<file path="src/rtl/gray_to_rgb_serializer_if.sv">
// Pixel-in / subpixel-out handshake bundle for gray_to_rgb_serializer.
// The source/sink side uses master and the serializer uses slave.
interface gray_to_rgb_serializer_if #(
    parameter int P_SUBPIXEL_DEPTH = 8
);
    logic [P_SUBPIXEL_DEPTH-1:0] I_PIXEL;
    logic                        I_VALID;
    logic                        O_READY;
    logic [P_SUBPIXEL_DEPTH-1:0] O_DATA;
    logic [1:0]                  O_CHANNEL;
    logic                        O_VALID;
    logic                        I_READY;
    logic                        O_EOL;

    modport master (
        output I_PIXEL, I_VALID, I_READY,
        input  O_READY, O_DATA, O_CHANNEL, O_VALID, O_EOL
    );

    modport slave (
        input  I_PIXEL, I_VALID, I_READY,
        output O_READY, O_DATA, O_CHANNEL, O_VALID, O_EOL
    );
endinterface

</file>
<file path="src/rtl/gray_to_rgb_serializer.sv">
// Expands each gray pixel into R,G,B subpixel beats and flags end of line.
// Define GRAY_TO_RGB_FALSECOLOR_EN to select the false-colour beat map.
module gray_to_rgb_serializer #(
    parameter int P_SUBPIXEL_DEPTH  = 8,
    parameter int P_PIXELS_PER_LINE = 640
) (
    input logic I_CLK,
    input logic I_RESET,
    gray_to_rgb_serializer_if.slave bus
);
    localparam int N  = P_SUBPIXEL_DEPTH;
    localparam int CW = (P_PIXELS_PER_LINE > 1) ? $clog2(P_PIXELS_PER_LINE) : 1;
    localparam logic [CW-1:0] LAST = CW'(P_PIXELS_PER_LINE - 1);

    typedef enum logic [1:0] {
        S_IDLE,
        S_SEND_R,
        S_SEND_G,
        S_SEND_B
    } state_e;

    state_e          state_q, state_d;
    logic [N-1:0]    hold_q, hold_d;
    logic [CW-1:0]   cnt_q, cnt_d;
    logic [N-1:0]    data_q, data_d;
    logic [1:0]      chan_q, chan_d;
    logic            eol_q, eol_d;
    logic            ready;
    logic            accept;
    logic            consume;

    assign ready   = !I_RESET &&
                     (state_q == S_IDLE ||
                      (state_q == S_SEND_B && bus.I_READY));
    assign accept  = bus.I_VALID && ready;
    assign consume = (state_q != S_IDLE) && bus.I_READY;

`ifdef GRAY_TO_RGB_FALSECOLOR_EN
    // Triangle ramp for G: rises to full scale at mid-gray, then falls.
    logic [N-1:0] tri_g;
    assign tri_g = hold_d[N-1] ? ~{hold_d[N-2:0], 1'b0}
                               :  {hold_d[N-2:0], 1'b0};
`endif

    always_comb begin
        state_d = state_q;
        hold_d  = hold_q;
        cnt_d   = cnt_q;
        unique case (state_q)
            S_IDLE: begin
                if (accept) begin
                    state_d = S_SEND_R;
                    hold_d  = bus.I_PIXEL;
                end
            end
            S_SEND_R: begin
                if (consume) state_d = S_SEND_G;
            end
            S_SEND_G: begin
                if (consume) state_d = S_SEND_B;
            end
            S_SEND_B: begin
                if (consume) begin
                    cnt_d = (cnt_q == LAST) ? '0 : cnt_q + CW'(1);
                    if (accept) begin
                        state_d = S_SEND_R;
                        hold_d  = bus.I_PIXEL;
                    end else begin
                        state_d = S_IDLE;
                    end
                end
            end
            default: state_d = S_IDLE;
        endcase

        data_d = '0;
        chan_d = 2'd0;
        eol_d  = 1'b0;
        unique case (state_d)
            S_SEND_R: begin
                chan_d = 2'd0;
                data_d = hold_d;
            end
            S_SEND_G: begin
                chan_d = 2'd1;
`ifdef GRAY_TO_RGB_FALSECOLOR_EN
                data_d = tri_g;
`else
                data_d = hold_d;
`endif
            end
            S_SEND_B: begin
                chan_d = 2'd2;
`ifdef GRAY_TO_RGB_FALSECOLOR_EN
                data_d = ~hold_d;
`else
                data_d = hold_d;
`endif
                eol_d  = (cnt_d == LAST);
            end
            default: ;
        endcase
    end

    always_ff @(posedge I_CLK) begin
        if (I_RESET) begin
            state_q <= S_IDLE;
            hold_q  <= '0;
            cnt_q   <= '0;
            data_q  <= '0;
            chan_q  <= 2'd0;
            eol_q   <= 1'b0;
        end else begin
            state_q <= state_d;
            hold_q  <= hold_d;
            cnt_q   <= cnt_d;
            data_q  <= data_d;
            chan_q  <= chan_d;
            eol_q   <= eol_d;
        end
    end

    assign bus.O_READY   = ready;
    assign bus.O_VALID   = (state_q != S_IDLE);
    assign bus.O_DATA    = data_q;
    assign bus.O_CHANNEL = chan_q;
    assign bus.O_EOL     = eol_q;
endmodule

</file>
<file path="src/flat_wrapper.sv">
// flat-port wrapper written by rule: the top's interface ports become plain ports
module gray_to_rgb_serializer_flat 
#(
    parameter int P_SUBPIXEL_DEPTH  = 8,
    parameter int P_PIXELS_PER_LINE = 640
)
  (I_CLK, I_RESET, bus_I_PIXEL, bus_I_VALID, bus_I_READY, bus_O_READY, bus_O_DATA, bus_O_CHANNEL, bus_O_VALID, bus_O_EOL);
  gray_to_rgb_serializer_if #(.P_SUBPIXEL_DEPTH(P_SUBPIXEL_DEPTH)) bus_i ();
  input logic I_CLK;
  input logic I_RESET;
  input wire logic [$bits(bus_i.I_PIXEL)-1:0] bus_I_PIXEL;
  input wire logic [$bits(bus_i.I_VALID)-1:0] bus_I_VALID;
  input wire logic [$bits(bus_i.I_READY)-1:0] bus_I_READY;
  output wire logic [$bits(bus_i.O_READY)-1:0] bus_O_READY;
  output wire logic [$bits(bus_i.O_DATA)-1:0] bus_O_DATA;
  output wire logic [$bits(bus_i.O_CHANNEL)-1:0] bus_O_CHANNEL;
  output wire logic [$bits(bus_i.O_VALID)-1:0] bus_O_VALID;
  output wire logic [$bits(bus_i.O_EOL)-1:0] bus_O_EOL;
  assign bus_i.I_PIXEL = bus_I_PIXEL;
  assign bus_i.I_VALID = bus_I_VALID;
  assign bus_i.I_READY = bus_I_READY;
  assign bus_O_READY = bus_i.O_READY;
  assign bus_O_DATA = bus_i.O_DATA;
  assign bus_O_CHANNEL = bus_i.O_CHANNEL;
  assign bus_O_VALID = bus_i.O_VALID;
  assign bus_O_EOL = bus_i.O_EOL;
  gray_to_rgb_serializer #(.P_SUBPIXEL_DEPTH(P_SUBPIXEL_DEPTH), .P_PIXELS_PER_LINE(P_PIXELS_PER_LINE)) u_core (.I_CLK(I_CLK), .I_RESET(I_RESET), .bus(bus_i));
endmodule
</file>
<file path="config.mk">
export PLATFORM = sky130hd
export DESIGN_NAME = gray_to_rgb_serializer_flat
export DESIGN_NICKNAME = d
export VERILOG_FILES = /design/src/rtl/gray_to_rgb_serializer_if.sv /design/src/rtl/gray_to_rgb_serializer.sv /design/src/flat_wrapper.sv
export SDC_FILE = /design/constraint.sdc
export NUM_CORES = 1
export LEC_CHECK = 0
export CAP_MARGIN = 25
export CORE_AREA = 8 8 83 85
export DETAILED_ROUTE_END_ITERATION = 10
export DIE_AREA = 0 0 91 93
export MAX_ROUTING_LAYER = met4
export SLEW_MARGIN = 15
export SYNTH_ARGS = -nofsm -noshare
export SYNTH_HDL_FRONTEND = slang
export SYNTH_SLANG_ARGS = --single-unit
</file>
<file path="constraint.sdc">
create_clock -name I_CLK -period 2.19 [get_ports I_CLK]
set_input_delay 0.438 -clock I_CLK [delete_from_list [all_inputs] [get_ports I_CLK]]
set_output_delay 0.438 -clock I_CLK [all_outputs]
set_load 0.005 [all_outputs]
</file>
After elaboration in Yosys (flattened, before gate mapping). Cells that the tools add are included.

Register bits after elaboration: 31. Output and inout port bits: 13.

$add $sub $neg: 1. Eq/ne operators: 8. Muxes and demuxes: 13. Bitwise operators: 2. Reductions and logical operators: 11.

Operator list (number): 10-bit two-way mux (3); 10-bit equality test, second input constant (2); 8-bit two-way mux (2); 8-bit case mux with 2 select lines (1); 10-bit by 1-bit adder with 10-bit output, second input constant (1); 2-bit equality test, second input constant (4); 2-bit two-way mux (4); 2-bit case mux with 4 select lines (1); 2-bit by 1-bit equality test with 1-bit output, second input constant (2); 1-bit logical AND (4); 2-bit case mux with 2 select lines (1); 2-bit OR reduction (2); 3-bit OR reduction (1); 2-bit zero test (1); 1-bit NOT (2); 2-bit nonzero test (1); 1-bit zero test (1); 1-bit logical OR (1); 1-bit two-way mux (1).

Longest topological paths before layout.
Word-level depth: 12. Gate-level depth with buffers: 8. Depth with buffers taken out: 7.

Worst setup path before layout. Ideal clock, no wire load.

Kind: register to register. From: register u_core.state_q[0]. To: register u_core.eol_q, in the netlist u_core.bus.O_EOL. Data arrival time: 1745 ps. Required time: 2103 ps. Setup slack: 358 ps. Stages on the path, launching flop included: 8. Path buffers: 0. Clock period less this slack: 1832 ps. Cell sequence: dfxtp_1 > inv_1 > ha_1 > nand3b_1 > nor4b_1 > o2111a_1 > o211ai_1 > nor4b_2.

Word-level cells in the longest chain between the ends: 11.

RTL lines: from (decl) (RTL line gray_to_rgb_serializer.sv:22) `state_e state_q, state_d;`; from (signal assigned) (RTL line gray_to_rgb_serializer.sv:114) `state_q <= state_d;`; 2-bit equality test (RTL line gray_to_rgb_serializer.sv:34, gray_to_rgb_serializer.sv:49); 1-bit logical AND (RTL line gray_to_rgb_serializer.sv:34) `(state_q == S_SEND_B && bus.I_READY));`; 1-bit logical OR (RTL line gray_to_rgb_serializer.sv:33) `(state_q == S_IDLE ||`; 1-bit logical AND (RTL line gray_to_rgb_serializer.sv:32) `assign ready = !I_RESET &&`; 1-bit logical AND (RTL line gray_to_rgb_serializer.sv:35) `assign accept = bus.I_VALID && ready;`; 1-bit two-way mux (RTL line gray_to_rgb_serializer.sv:65) `if (accept) begin`; 2-bit two-way mux (RTL line gray_to_rgb_serializer.sv:63) `if (consume) begin`; 2-bit case mux with 4 select lines (RTL line gray_to_rgb_serializer.sv:49) `unique case (state_q)`; 2-bit equality test (RTL line gray_to_rgb_serializer.sv:79) `unique case (state_d)`; 1-bit NOT (no source line); 2-bit OR reduction (no source line); to (signal assigned) (RTL line gray_to_rgb_serializer.sv:119) `eol_q <= eol_d;`; to (decl) (RTL line gray_to_rgb_serializer.sv:27) `logic eol_q, eol_d;`.

Parallel ways exist; a longest one is shown, timed or not. A chain may end at the register's enable or synchronous reset.

Final worst setup path.
From: register u_core.state_q[1]. To: output port bus_O_READY.

Word-level cells in the longest chain between the ends: 4.

RTL lines: 2-bit equality test (RTL line gray_to_rgb_serializer.sv:34); 1-bit logical AND (RTL line gray_to_rgb_serializer.sv:34); 1-bit logical OR * (RTL line gray_to_rgb_serializer.sv:33); 1-bit logical AND * (RTL line gray_to_rgb_serializer.sv:32); to (decl) (RTL line flat_wrapper.sv:14) `output wire logic [$bits(bus_i.O_READY)-1:0] bus_O_READY;`.

Every way passes the cells marked *; elsewhere a longest branch is shown, timed or not.

==> summary.md <==
| Metric | Value |
|---|---|
| Via count | around 1,200 |
| Mapped Nets | between 150 and 200 |
| Share of the synthesized area in the top cell type | 45.5% |
| Post-CTS Setup Inserts | 0 |
| Post-Syn Area | between 1000 and 1500 sq um |
| PwrDens | 638 nW/um^2 |
| Most common flop cell mapped by yosys | dfxtp_1 |
| Fin crit share | 93.9% |
| Routed Antenna Nets | 0 |
| Initial Util | around a quarter |
| CTS clk-pin slew, worst paths | 0.06 ns |
| Total Die Area | around 8500 sq um |
| Cell taking the most area after synthesis | dfxtp_1 |
| HPWL Detailed | 2240 microns |
| Global-route wire length before repair | 5190 microns |
| Yosys warns | 0 |
| CTS tree | yes |
| Worst Setup End Kind | output pin |
| Largest family of logic cells by synthesized area | simple AND/OR/NAND/NOR gates |
| Final core occ | 33.1% |
| # nets final | 205 |
| Status | completed |
| Worst Setup SP | u_core.state_q[1] |
| DRC viols | 0 |
| Fin. max-slew vios | 0 |
| Max Buffers Root-to-Sink | 2 |
| Global Route Usage Sum | under 10% |
| Ant. Diodes | 0 |
| Part of the power in combinational logic | 10.8% |
| Max Clock Skew | 0.00649 ns |
| Synth Area in Adders | under 10% |
| Post-DR wirelength/cell | 11.8 microns |
| Mean Syn Cell Area | 9.03 sq um |
| Req. time, crit path | 1.75 ns |
| Post-synth ARST share | 0% |
| Synth cell types | 37 |
| Top cells by count, synth | nor2_1 (36), dfxtp_1 (31), a22oi_1 (8), nand2_1 (7) |
| Pre-Repair DR Iteration Count | 4 |
| Number of global-route vias before repair | 1,127 |
| Pint | 0.930 mW |
| Share of layout cells above drive strength 1 | 14.9% |
| Path type of the worst setup path | flip-flop to output pin |
| Post-Synth XOR/XNOR Area | 7.71% |
| Max_slew headroom | a little under three fifths |
| Final hold violation count | 0 |
| Core Box Area | 5680 sq um |
| Most frequent cell after synthesis | nor2_1 |
| Vias/cell | 4.38 |
| Horiz. Die Dim | 91 microns |
| Finish-stage setup viols | 0 |
| Grt total ovfl | 0 |
| Pwr Total | about 1.2 mW |
| Period minus WS final | between 2 and 2.5 ns |
| IO Count | 25 |
| Worst setup SP type | flip-flop |
| Leak | 0.707 nW |
| Crit Path Max Fanout | 8 |
| Final setup TNS | 0 ns |
| Area fraction in compound gates after synthesis | 13.6% |
| Ranking of synthesized cells by area | dfxtp_1 (46%), nor2_1 (9.9%), ha_1 (5.5%), a22oi_1 (4.4%), xnor2_1 (3.9%) |
| CTS sink cnt | 31 |
| Mapped Cells | 151 |
| CP arrival | 1.62 ns |
| Max_cap viols | 0 |
| H-Tree Depth | 2 |
| Row cnt | 28 |
| Largest net degree at the start of global routing | 11 |
| EDFF count, synth | 0 |
| Slowest cell delay on critical path | between 0.4 and 0.5 ns |
| Slowest stage cell, crit path | clkdlybuf4s50_1 |
| CTS buffer count | 5 |
| Post-synthesis mux area share | 0% |
| Worst hold-check slack | approximately 0.5 ns |
| Clk Tree Root Cell | clkbuf_8 |
| Number of port buffers | 24 |
| Clock group share of total power | 40.5% |
| Initial DRC count | between 60 and 70 |
| Worst-Skew Late Latency | 0.28 ns |
| Critical path cell sequence | inv_2 > ha_4 > a21oi_1 > nor2_1 > clkdlybuf4s50_1 |
| RSZ-0062 raised after global routing | no |
| Flops & latches, synth | 31 |
| RR Startpoint | u_core.state_q[0] |
| Sw Share | 22.4% |
| Die Ht | 93 microns |
| Inst Count DP | 255 |
| VDD IR max | 0.290 mV |
| Register area share after synthesis | 45.5% |
| Switch Pwr | 0.268 mW |
| Finished Layout Cells | 263 |
| RePlAce Congestion | slightly below 0.8 |
| Detailed Route WL | 3100 microns |
| Highest Clock Rate | 0.486 GHz |
| P&R area growth vs syn | 37.6% |
| HP Start | u_core.hold_q[1] |
| Worst Max-Slew Pin Slew | 0.660 ns |
| Sequential Power Share | between 40 and 50% |
| Initial antenna violation count | 0 |
| HP Class | flip-flop to flip-flop |
| Post-Synth Simple-Gate Area | 23.9% |
[cell families (layout without fill, tap and decap cells)]
group                      after synthesis  in the layout
AOI/OAI and AO/OA                       24             24
xor gates and xnor gates                12             12
adders and majority gates                6              6
buffers and inverters                   11             48
DFF                                     31             31
and+or+nand+nor                         67             67
[power by group through the flow]
stage | Clock (mW) | Sequential (mW) | Combinational [mW]
after global placement | 0 | 0.594 | 0.126
final | 0.486 | 0.583 | 0.130
after global routing | 0.530 | 0.583 | 0.143
after CTS | 0.503 | 0.582 | 0.131
after detailed placement | 0 | 0.593 | 0.127
after floorplan | 0 | 0.594 | 0.0608
[cell usage in the layout (no fill, tap or decap), drive strengths merged, types with 2 or more instances in the layout]
master         synthesis  final
nand4                  4      4
buf                    4     11
clkdlybuf4s50          0     23
nand3                  3      3
a22oi                  8      8
and3                   2      2
nor2                  36     36
ha                     6      6
xnor2                  6      6
nand2b                 2      2
dfxtp                 31     31
clkbuf                 2      8
nand2                  7      7
xor2                   6      6
nor3                   5      5
inv                    5      5
nor4b                  2      2
a21oi                  4      4
o21ai                  2      2
[through the flow]
step | instance area [sq um] | setup slack, ns
6_report | 1880 | 0.134
5_1_grt | 1880 | 0.0379
4_1_cts | 1870 | 0.000324
3_5_place_dp | 1750 | -0.0867
3_3_place_gp | 1750 | -0.0104
2_1_floorplan | 1360 | 0.358
[registers in the layout, indices dropped and copies added (netlist names)]
register and count:
u_core.bus.O_EOL 1, u_core.hold_q 8, u_core.bus.O_CHANNEL 2, u_core.state_q 2, u_core.bus.O_DATA 8, u_core.cnt_q 10
[worst max-delay path: cells and delay by family, from the launching register on]
kind	cells	cell delay, ns
and+or+nand+nor	1	0.06
AOI/OAI and AO/OA	1	0.16
buffers and inverters	2	0.55
DFF	1	0.39
adders and majority gates	1	0.18
[layer usage]
layer,track usage [%],vias to the layer above,share of wire [%]
li1,-,592,-
met1,9.07,530,47
met2,12.1,27,47
met3,2.48,4,4.2
met4,3.68,0,1.8
met5,-,-,0
[layout make-up]
type                    instances  area [sq um]
multi-input cells             109           716
well taps                      75          93.8
clock buffers                   8           100
fillers                       600          3800
inverters                       5          18.8
flip-flops and latches         31           623
repair buffers                 35           325
[timing repair]
item	4_1_cts	5_1_grt
setup endpoints to repair	1	1
gates resized for setup	5	4
hold buffers	0	0
pin swaps	0	0
[worst paths after layout]
kind	end	slack, ns	depth (start not counted)
worst max-delay path	bus_O_READY	0.13	5
worst max register to register	u_core.bus.O_DATA[0]	0.27	8
worst min register to register	u_core.hold_q[1]	0.49	2
worst min-delay path	u_core.hold_q[1]	0.49	2
Power figures use the tool's default switching activity.
